<file path="config.mk">
export PLATFORM = sky130hd
export DESIGN_NAME = logcmp_issue
export DESIGN_NICKNAME = d
export VERILOG_FILES = /design/src/rtl/logcmp_issue.sv
export SDC_FILE = /design/constraint.sdc
export NUM_CORES = 1
export LEC_CHECK = 0
export ABC_CLOCK_PERIOD_IN_PS = 3400
export BUFFER_PORTS_ARGS = -buffer_cell sky130_fd_sc_hd__buf_2
export CORE_ASPECT_RATIO = 1.5
export CORE_MARGIN = 2
export CORE_UTILIZATION = 52
export DETAILED_ROUTE_END_ITERATION = 8
export PLACE_DENSITY = 0.77
export REMOVE_ABC_BUFFERS = 1
export SLEW_MARGIN = 20
export SYNTH_ARGS = -nofsm -noshare
export SYNTH_HDL_FRONTEND = slang
export SYNTH_SLANG_ARGS = --single-unit
</file>
<file path="constraint.sdc">
create_clock -name CLK -period 3.4 [get_ports CLK]
set_input_delay 0.17 -clock CLK [delete_from_list [all_inputs] [get_ports CLK]]
set_output_delay 0.17 -clock CLK [all_outputs]
set_load 0.03 [all_outputs]
</file>
<file path="src/rtl/logcmp_issue.sv">
// Issue buffer for the logic/compare execute unit: holds dispatched ops until sources are ready, issues one per cycle.
// Define LOGCMP_ISSUE_AGE_EN to select the oldest ready entry; otherwise the lowest-index ready entry issues.
module logcmp_issue #(
  parameter int DP    = 4,
  parameter int RNBIT = 2
) (
  input  logic                         CLK,
  input  logic                         RSTn,
  input  logic                         flush,
  input  logic                         dispat_vaild,
  output logic                         dispat_ready,
  input  logic [3:0]                   dispat_fun,
  input  logic                         dispat_isUsi,
  input  logic [5+RNBIT-1:0]           dispat_rd0,
  input  logic [5+RNBIT-1:0]           dispat_rs1,
  input  logic [5+RNBIT-1:0]           dispat_rs2,
  input  logic                         dispat_isImm,
  input  logic [63:0]                  dispat_imm,
  input  logic [(1<<(5+RNBIT))-1:0]    wbLog_qout,
  output logic [5+RNBIT-1:0]           rs1_raddr,
  output logic [5+RNBIT-1:0]           rs2_raddr,
  input  logic [63:0]                  rs1_rdata,
  input  logic [63:0]                  rs2_rdata,
  output logic                         logCmp_exeparam_vaild,
  output logic [138+RNBIT-1:0]         logCmp_exeparam
);

  localparam int RW = 5 + RNBIT;
  localparam int IW = (DP > 1) ? $clog2(DP) : 1;
  localparam int DW = 138 + RNBIT;

  logic [DP-1:0] r_valid;
  logic [3:0]    r_fun   [DP];
  logic          r_isusi [DP];
  logic [RW-1:0] r_rd0   [DP];
  logic [RW-1:0] r_rs1   [DP];
  logic [RW-1:0] r_rs2   [DP];
  logic          r_isimm [DP];
  logic [63:0]   r_imm   [DP];

  logic          r_exe_vld;
  logic [DW-1:0] r_exe;

  logic [DP-1:0] w_rdy;
  logic          w_sel_vld;
  logic [IW-1:0] w_sel_idx;
  logic [IW-1:0] w_free_idx;
  logic          w_push;
  logic [63:0]   w_op2;
  logic [DW-1:0] w_bundle;

  assign dispat_ready = ~&r_valid;
  assign w_push       = dispat_vaild & dispat_ready & ~flush;

  // Physical register 0 is always ready; the regfile returns 0 for it.
  always_comb begin
    w_rdy = '0;
    for (int i = 0; i < DP; i++) begin
      w_rdy[i] = r_valid[i]
               & ((r_rs1[i] == '0) | wbLog_qout[r_rs1[i]])
               & (r_isimm[i] | (r_rs2[i] == '0) | wbLog_qout[r_rs2[i]]);
    end
  end

  always_comb begin
    w_free_idx = '0;
    for (int i = DP-1; i >= 0; i--) begin
      if (!r_valid[i]) w_free_idx = IW'(i);
    end
  end

`ifdef LOGCMP_ISSUE_AGE_EN
  // r_older[i][j] set means entry i was pushed before entry j.
  logic [DP-1:0] r_older [DP];
  logic          w_oldest;

  always_comb begin
    w_sel_vld = 1'b0;
    w_sel_idx = '0;
    w_oldest  = 1'b0;
    for (int i = 0; i < DP; i++) begin
      w_oldest = w_rdy[i];
      for (int j = 0; j < DP; j++) begin
        if ((j != i) && w_rdy[j] && !r_older[i][j]) w_oldest = 1'b0;
      end
      if (w_oldest) begin
        w_sel_vld = 1'b1;
        w_sel_idx = IW'(i);
      end
    end
  end

  always_ff @(posedge CLK or negedge RSTn) begin
    if (!RSTn) begin
      for (int i = 0; i < DP; i++) r_older[i] <= '0;
    end else if (flush) begin
      for (int i = 0; i < DP; i++) r_older[i] <= '0;
    end else begin
      if (w_sel_vld) r_older[w_sel_idx] <= '0;
      if (w_push) begin
        for (int j = 0; j < DP; j++) begin
          r_older[w_free_idx][j] <= 1'b0;
          r_older[j][w_free_idx] <= r_valid[j] & ~(w_sel_vld & (w_sel_idx == IW'(j)));
        end
      end
    end
  end
`else
  always_comb begin
    w_sel_vld = 1'b0;
    w_sel_idx = '0;
    for (int i = DP-1; i >= 0; i--) begin
      if (w_rdy[i]) begin
        w_sel_vld = 1'b1;
        w_sel_idx = IW'(i);
      end
    end
  end
`endif

  assign rs1_raddr = w_sel_vld ? r_rs1[w_sel_idx] : '0;
  assign rs2_raddr = w_sel_vld ? r_rs2[w_sel_idx] : '0;
  assign w_op2     = r_isimm[w_sel_idx] ? r_imm[w_sel_idx] : rs2_rdata;
  assign w_bundle  = {r_fun[w_sel_idx], r_rd0[w_sel_idx], rs1_rdata, w_op2, r_isusi[w_sel_idx]};

  // A slot freed by issue is never the push target in the same cycle, since the
  // push target is chosen from slots that are currently invalid.
  always_ff @(posedge CLK or negedge RSTn) begin
    if (!RSTn) begin
      r_valid   <= '0;
      r_exe_vld <= 1'b0;
      r_exe     <= '0;
      for (int i = 0; i < DP; i++) begin
        r_fun[i]   <= '0;
        r_isusi[i] <= 1'b0;
        r_rd0[i]   <= '0;
        r_rs1[i]   <= '0;
        r_rs2[i]   <= '0;
        r_isimm[i] <= 1'b0;
        r_imm[i]   <= '0;
      end
    end else if (flush) begin
      r_valid   <= '0;
      r_exe_vld <= 1'b0;
    end else begin
      r_exe_vld <= w_sel_vld;
      if (w_sel_vld) begin
        r_exe              <= w_bundle;
        r_valid[w_sel_idx] <= 1'b0;
      end
      if (w_push) begin
        r_valid[w_free_idx] <= 1'b1;
        r_fun[w_free_idx]   <= dispat_fun;
        r_isusi[w_free_idx] <= dispat_isUsi;
        r_rd0[w_free_idx]   <= dispat_rd0;
        r_rs1[w_free_idx]   <= dispat_rs1;
        r_rs2[w_free_idx]   <= dispat_rs2;
        r_isimm[w_free_idx] <= dispat_isImm;
        r_imm[w_free_idx]   <= dispat_imm;
      end
    end
  end

  assign logCmp_exeparam_vaild = r_exe_vld;
  assign logCmp_exeparam       = r_exe;

endmodule
</file>
==> impl_metrics.json, run 1 <==
{
  "dp_hpwl_mm": 98.8,
  "die_x_um": 203,
  "numCtsBuffers": 47,
  "synth.cell_area_mm2": 0.0309,
  "worst_endpoint": "rs1_raddr[3]",
  "initial_core_util_pct": 52.5,
  "clock_path_buffers": 3,
  "synth_edf_count": 0,
  "h-tree-depth": 2,
  "track_usage_pct": 68.6,
  "synth-main-ff-cell": "dfrtp_1",
  "ioPinCount": 507,
  "worst-ep-kind": "primary output",
  "synth_seq_cells": 509,
  "yosys_warnings": 0,
  "gp_congestion": 1.09,
  "syn_inst": 2733,
  "grt_overflow": 3,
  "avgSynthCellArea_um2": 11.3,
  "tool.error": "[ERROR GRT-0232] Routing congestion too high. Check the congestion heatmap in the GUI.",
  "grt_max_degree": 93,
  "cts_sinks": 509,
  "clock-root-buffer": "clkbuf_16",
  "io_buffers": 506,
  "stop_stage": "5_1_grt",
  "dp_slack_ns": -0.858,
  "ys_types": 76,
  "synth-seq-area-share_pct": 41.2,
  "std_cell_rows": 109,
  "status": "did not finish",
  "antenna_found_initial": 37,
  "die_h_um": 303,
  "async_flop_share_pct": 100
}
[synthesized netlist by cell type (6+ instances only)]
cell type	n	share of area, %
nand2b_1	18	0.36
buf_2	68	1.1
o21ai_0	88	1.4
o21ai_1	7	0.11
o211ai_1	7	0.17
a21oi_1	44	0.71
buf_4	7	0.17
a221oi_1	70	2.0
a222oi_1	12	0.39
nand3_1	28	0.45
a311oi_1	70	2.0
a2111oi_0	12	0.34
mux4_2	212	15
o22ai_1	16	0.32
nor2b_1	27	0.55
buf_6	11	0.40
mux2i_1	117	3.8
or3_1	6	0.12
a31oi_1	12	0.24
a221o_1	64	2.1
mux2_2	314	11
mux2_1	25	0.91
buf_1	20	0.24
a22oi_1	19	0.46
a211oi_1	11	0.27
nor3_1	23	0.37
nand2_1	439	5.3
inv_1	86	1.0
nor4_1	6	0.12
dfrtp_1	509	41
nor3b_1	8	0.19
o221ai_1	8	0.23
buf_8	7	0.34
nor2_1	136	1.7
clkbuf_1	134	1.6
o22a_1	10	0.28
[cell families after synthesis]
| logic type | Yosys count | synth area share, % |
|---|---|---|
| AO/OA/AOI/OAI | 498 | 12.4 |
| buffers and inverters | 337 | 4.99 |
| flip-flops | 509 | 41.2 |
| multiplexers | 668 | 31.6 |
| AND/OR/NAND/NOR | 721 | 9.89 |
[per-layer routing]
metal	GRT overflow	global-route usage, %
met4	0	71.9
met1	0	68.8
met5	0	13.8
met2	3	90.0
met3	0	45.8
[stage by stage]
step           area [um^2]  hold WS (ns)  cells  util, %
2_1_floorplan        29700        -0.126   2485        -
3_3_place_gp         38200         0.297   4287     64.8
3_5_place_dp         38200         0.313   4287     64.8
4_1_cts              44400       0.00149   4677     75.3
[repair_timing]
action / CTS
setup buffers: 64
setup endpoints to repair: 157
pin swaps: 88
cloned: 25
hold buffers: 218
resized for setup: 256
endpoints found under the hold margin: 558
==> run 2: changes to the inputs <==
--- a/config.mk
+++ b/config.mk
@@ -5,13 +5,12 @@
 export SDC_FILE = /design/constraint.sdc
 export NUM_CORES = 1
 export LEC_CHECK = 0
-export ABC_CLOCK_PERIOD_IN_PS = 3400
+export ABC_CLOCK_PERIOD_IN_PS = 4400
 export BUFFER_PORTS_ARGS = -buffer_cell sky130_fd_sc_hd__buf_2
-export CORE_ASPECT_RATIO = 1.5
 export CORE_MARGIN = 2
-export CORE_UTILIZATION = 52
+export CORE_UTILIZATION = 40
 export DETAILED_ROUTE_END_ITERATION = 8
-export PLACE_DENSITY = 0.77
+export PLACE_DENSITY_LB_ADDON = 0.15
 export REMOVE_ABC_BUFFERS = 1
 export SLEW_MARGIN = 20
 export SYNTH_ARGS = -nofsm -noshare
==> constraint.sdc (replaced) <==
create_clock -name CLK -period 4.4 [get_ports CLK]
set_input_delay 0.22 -clock CLK [delete_from_list [all_inputs] [get_ports CLK]]
set_output_delay 0.22 -clock CLK [all_outputs]
set_load 0.03 [all_outputs]
==> run 2 against run 1 <==
Compared with the run above: the flow now finishes, with violations (negative setup slack); area after synthesis unchanged; synthesized cell count unchanged.
==> impl_metrics.json, run 2 <==
{
  "fin_crit_sh_pct": 100,
  "top_register": "r_imm",
  "yosysTopAreaCell": "dfrtp_1",
  "worstMarginPinSlew_ns": 0.934,
  "synth.cell_area_mm2": 0.0309,
  "initial_core_util_pct": 40.6,
  "final.setup.tns_ns": -0.0107,
  "layout.area.seq_mm2": 0.0128,
  "io_buffers": 506,
  "netlist.area_leader.share_pct": 41.2,
  "dr_total_vias": 28000,
  "slowest_stage": "dfrtp_1",
  "std_cell_rows": 101,
  "gp_congestion": 1.04,
  "clkTransAtPathRegs_ns": 0.06,
  "dieArea_mm2": 0.0796,
  "cap_violations": 0,
  "final-max-slew-violation-count": 0,
  "numCtsBuffers": 58,
  "synth_edf_count": 0,
  "ir_drop_v": 0.000323,
  "final-hold-violation-count": 0,
  "clk_latency_ns": 0.65,
  "syn_inst": 2733,
  "async_flop_share_pct": 100,
  "die_x_um": 282,
  "startpoint_type": "register",
  "synth_seq_cells": 509,
  "hold_ws_ns": 0.167,
  "die_h_um": 282,
  "area_growth_pct": 30.3,
  "core_region_area_mm2": 0.0762,
  "final_net_count": 3798,
  "max_freq_mhz": 227,
  "synth-seq-area-share_pct": 41.2,
  "fin_util_pct": 52.9,
  "mostFrequentLayoutCell": "buf_2",
  "avgSynthCellArea_um2": 11.3,
  "cp_cell_sequence": "inv_1 > a31oi_1 > o221ai_1 > and3_4 > o221ai_4 > buf_4 > buf_12 > a21bo_2 > a22oi_1 > nor2_2 > buf_4",
  "hold_class": "in -> async",
  "path_delay_family": "compound AO/OA/AOI/OAI gates",
  "min_period_ns": 4.41,
  "dp_hpwl_mm": 83.9,
  "ioPinCount": 507,
  "h-tree-depth": 2,
  "critPathArrivalTime_ns": 4.19,
  "max_stage_delay_ns": 0.95,
  "fin_ws_ns": -0.0107,
  "yosys-top-cells-area": "dfrtp_1 41%, mux4_2 15%, mux2_2 11%, nand2_1 5.3%, mux2i_1 3.8%",
  "synth-main-ff-cell": "dfrtp_1",
  "power_mw": 23.5,
  "drive_gt1_share_pct": 39.8,
  "wl_per_cell_um": 27.7,
  "antenna_found_initial": 14,
  "ys_types": 76,
  "firstDrtPassIters": 8,
  "vias_per_cell": 6.17,
  "largest_reg_flops": 256,
  "crit_path_end_kind": "primary output",
  "clock-root-buffer": "clkbuf_16",
  "regToRegSetupSlack_ns": 0.23,
  "netlist_top_cells_count": "509 x dfrtp_1, 439 x nand2_1, 314 x mux2_2",
  "route.final.wire_length_mm": 126,
  "multi_input_area_mm2": 0.0170,
  "cts_tree": "yes",
  "cts_sinks": 509,
  "drc": 0,
  "track_usage_pct": 30.6,
  "violations": "negative setup slack",
  "ant_nets": 0,
  "leakagePower_nw": 17.4,
  "critPathRequiredTime_ns": 4.18,
  "grt_pass1_vias": 28200,
  "setup_viol": 1,
  "fin_skew_ns": 0.0705,
  "status": "finished, violations left",
  "cp_common_cell": "buf_4",
  "yosysMostFrequentCell": "dfrtp_1",
  "grt_overflow": 0,
  "drtIter0Drc": 2840,
  "cp_max_fo": 9,
  "powerDensity_mw_per_mm2": 584,
  "layout_common_cells": "494 x buf_2, 488 x dfrtp_1, 438 x nand2_1",
  "clock_path_buffers": 3,
  "n_fill_cell": 6740,
  "grt_first_pass_wirelength_mm": 182,
  "yosys_warnings": 0,
  "grt_max_degree": 129,
  "path_buf_inv": 4,
  "slew-limit-headroom_pct": 37.7,
  "crit_type": "reg -> out"
}
[run 2: cell counts after synthesis]
No cell type changed its count.
[run 2: logic make-up after synthesis]
group / count (synthesis) / synth area share (%)
AND/OR/NAND/NOR: 721 / 9.89
multiplexers: 668 / 31.6
flip-flops: 509 / 41.2
AO/OA/AOI/OAI: 498 / 12.4
buffers and inverters: 337 / 4.99
[run 2: repair_timing]
item	CTS	global route
pin swaps	3	10
gates resized for setup	37	85
setup buffers	14	8
endpoints found under the setup margin	17	15
gates cloned	1	2
hold buffers	222	0
hold endpoints to repair	584	0
[run 2: per-stage QoR]
step                      instance area, um^2  cells  setup slack, ns
after floorplan                         29700   2485            -8.21
after global placement                  35300   4171          -0.0538
after detailed placement                35300   4171          -0.0842
after CTS                               39900   4516          -0.0154
after global routing                    40300   4529          -0.0295
final                                   40300   4531          -0.0107
[run 2: worst paths after layout]
kind / from / depth (start not counted) / endpoint
max: r_rs1[25] / 11 / rs1_raddr[0]
min: RSTn / 2 / r_imm[124]
max reg2reg: r_rs2[15] / 15 / logCmp_exeparam[55]
min reg2reg: logCmp_exeparam[101] / 2 / logCmp_exeparam[101]
max in group asynchronous: RSTn / 3 / r_imm[141]
min in group CLK: rs1_rdata[40] / 4 / logCmp_exeparam[105]
[run 2: cell type report]
class / instances / share of cell area (%)
Clock inverter: 25 / 0.962
Timing Repair Buffer: 902 / 17.0
Clock buffer: 83 / 4.18
Antenna cell: 6 / 0.0372
Tap cell: 1030 / 3.20
Multi-Input combinational cell: 1887 / 42.1
Inverter: 89 / 0.829
Sequential cell: 509 / 31.7
[run 2: per-layer routing]
metal	wire length, um	global-route usage [%]	vias to the layer above
met5	103	0	-
met3	13400	8.09	352
met4	5530	12.0	16
li1	-	-	11800
met2	58400	49.0	1661
met1	48100	39.7	14100
[run 2: report_power, final]
| group | switching (mW) | internal (mW) |
|---|---|---|
| Sequential | 1.35 | 6.20 |
| Combinational | 6.05 | 4.76 |
| Clock | 2.04 | 3.14 |
Power figures use the tool's default switching activity.
==> run 3: changes to the inputs <==
--- a/config.mk
+++ b/config.mk
@@ -10,8 +10,10 @@
 export CORE_MARGIN = 2
 export CORE_UTILIZATION = 40
 export DETAILED_ROUTE_END_ITERATION = 8
+export GPL_TIMING_DRIVEN = 0
 export PLACE_DENSITY_LB_ADDON = 0.15
 export REMOVE_ABC_BUFFERS = 1
+export SKIP_LAST_GASP = 1
 export SLEW_MARGIN = 20
 export SYNTH_ARGS = -nofsm -noshare
 export SYNTH_HDL_FRONTEND = slang
==> run 3 against run 2 <==
Compared with the run above: the run now ends clean; register-to-register slack lost 0.17 ns; maximum frequency rose by 1.5%; cell count barely moved; global-route usage is 0.14 points higher; total power up 1.5%; worst setup slack improved by 0.064 ns.
==> impl_metrics.json, run 3 (synthesis gave the netlist of run 2 again) <==
{
  "crit_type": "reg -> out",
  "route.final.wire_length_mm": 127,
  "drc": 0,
  "ir_drop_v": 0.000427,
  "initial_core_util_pct": 40.6,
  "grt_pass1_vias": 28200,
  "std_cell_rows": 101,
  "gp_congestion": 0.982,
  "grt_overflow": 0,
  "numCtsBuffers": 56,
  "vias_per_cell": 6.16,
  "crit_path_end_kind": "primary output",
  "cp_max_fo": 13,
  "final-max-slew-violation-count": 0,
  "cap_violations": 0,
  "final_net_count": 3794,
  "layout_common_cells": "504 x buf_2, 476 x dfrtp_1, 438 x nand2_1",
  "io_buffers": 506,
  "top_register": "r_imm",
  "core_region_area_mm2": 0.0762,
  "wl_per_cell_um": 28.0,
  "mostFrequentLayoutCell": "buf_2",
  "cts_sinks": 509,
  "die_h_um": 282,
  "clock_path_buffers": 3,
  "cts_tree": "yes",
  "clock-root-buffer": "clkbuf_16",
  "startpoint_type": "register",
  "antenna_found_initial": 17,
  "status": "complete, no violations",
  "rsz0062_at_grt": "true",
  "critPathRequiredTime_ns": 4.18,
  "powerDensity_mw_per_mm2": 584,
  "fin_ws_ns": 0.0536,
  "drive_gt1_share_pct": 40.5,
  "dieArea_mm2": 0.0796,
  "slew-limit-headroom_pct": 47.4,
  "hold_ws_ns": 0.152,
  "drtIter0Drc": 3024,
  "fin_skew_ns": 0.0210,
  "largest_reg_flops": 256,
  "clk_latency_ns": 0.62,
  "die_x_um": 282,
  "critPathArrivalTime_ns": 4.13,
  "leakagePower_nw": 17.6,
  "min_period_ns": 4.35,
  "dr_total_vias": 27900,
  "setup_viol": 0,
  "hold_class": "in -> async",
  "dp_hpwl_mm": 82.0,
  "grt_first_pass_wirelength_mm": 183,
  "worstMarginPinSlew_ns": 0.790,
  "n_fill_cell": 6539,
  "ant_nets": 0,
  "final-hold-violation-count": 0,
  "max_freq_mhz": 230,
  "final.setup.tns_ns": 0,
  "dp_slack_ns": -1.91,
  "area_growth_pct": 32.3,
  "track_usage_pct": 30.8,
  "fin_crit_sh_pct": 98.8,
  "firstDrtPassIters": 9,
  "grt_max_degree": 97,
  "h-tree-depth": 2,
  "ioPinCount": 507,
  "clkTransAtPathRegs_ns": 0.06
}
==> run 3: changes by cell type in the layout (fill, tap and decap cells not counted), moves of 5 or more <==
cell,delta
buf_4,-45
buf_16,+33
buf_12,-21
a311oi_1,-17
a311oi_2,+17
dfrtp_4,+15
dfrtp_1,-12
buf_2,+10
buf_6,+9
diode_2,+5
==> run 3: worst paths after layout <==
kind | end | cells after the start | start | slack (ns)
setup / recovery | rs1_raddr[3] | 14 | r_rs1[16] | 0.05
hold / removal | r_imm[60] | 2 | RSTn | 0.15
setup reg to reg | logCmp_exeparam[41] | 16 | r_rs1[16] | 0.06
hold reg to reg | logCmp_exeparam[116] | 2 | logCmp_exeparam[116] | 0.47
max in group asynchronous | r_rs1[0] | 5 | RSTn | 2.50
min in group CLK | logCmp_exeparam[88] | 4 | rs1_rdata[23] | 0.34
==> run 3: final cells by class <==
class	count	area [um^2]	area share [%]
Timing Repair Buffer	896	7310	17.9
Clock inverter	26	385	0.942
Multi-Input combinational cell	1891	17100	41.8
Antenna cell	11	27.5	0.0673
Sequential cell	509	12800	31.4
Tap cell	1030	1290	3.15
Inverter	89	347	0.847
Clock buffer	78	1630	3.99
==> run 3: critical path, stage by stage (launching register included) <==
cell and delay (ns):
dfrtp_4 0.56, buf_12 0.20, mux4_2 0.50, nor2_1 0.09, a211oi_1 0.06, or3_1 0.39
a41o_1 0.29, o211ai_1 0.17, buf_4 0.19, buf_8 0.15, and2_4 0.20, nand2b_4 0.11
a21o_1 0.17, nor2b_2 0.18, buf_2 0.19
==> run 3: metrics by stage <==
step | std cells | power (mW) | utilization [%] | area, um^2
detailed placement | 4113 | 17.3 | 46.2 | 35200
global placement | 4021 | 16.9 | 44.0 | 33500
finish | 4530 | 23.9 | 53.7 | 40900
CTS | 4495 | 23.5 | 53.0 | 40400
floorplan | 2485 | 13.5 | - | 29700
global route | 4529 | 24.9 | 53.7 | 40900
==> run 3: what timing repair did <==
item	CTS	global route
setup buffers	51	17
hold buffers	222	0
setup endpoints to repair	157	76
resized for setup	76	41
endpoints found under the hold margin	567	0
cloned	5	7
pin swaps	11	6
==> run 3: report_power, final <==
| group | total [mW] | switching (mW) | internal (mW) |
|---|---|---|---|
| clock | 5.11 | 2.04 | 3.07 |
| combinational | 11.0 | 6.08 | 4.90 |
| sequential | 7.82 | 1.60 | 6.22 |
==> run 3: routing by layer <==
metal	track usage, %	wire length, um
met5	0	68
met4	13.0	5530
met3	7.38	12100
met2	48.4	58600
met1	40.7	50700
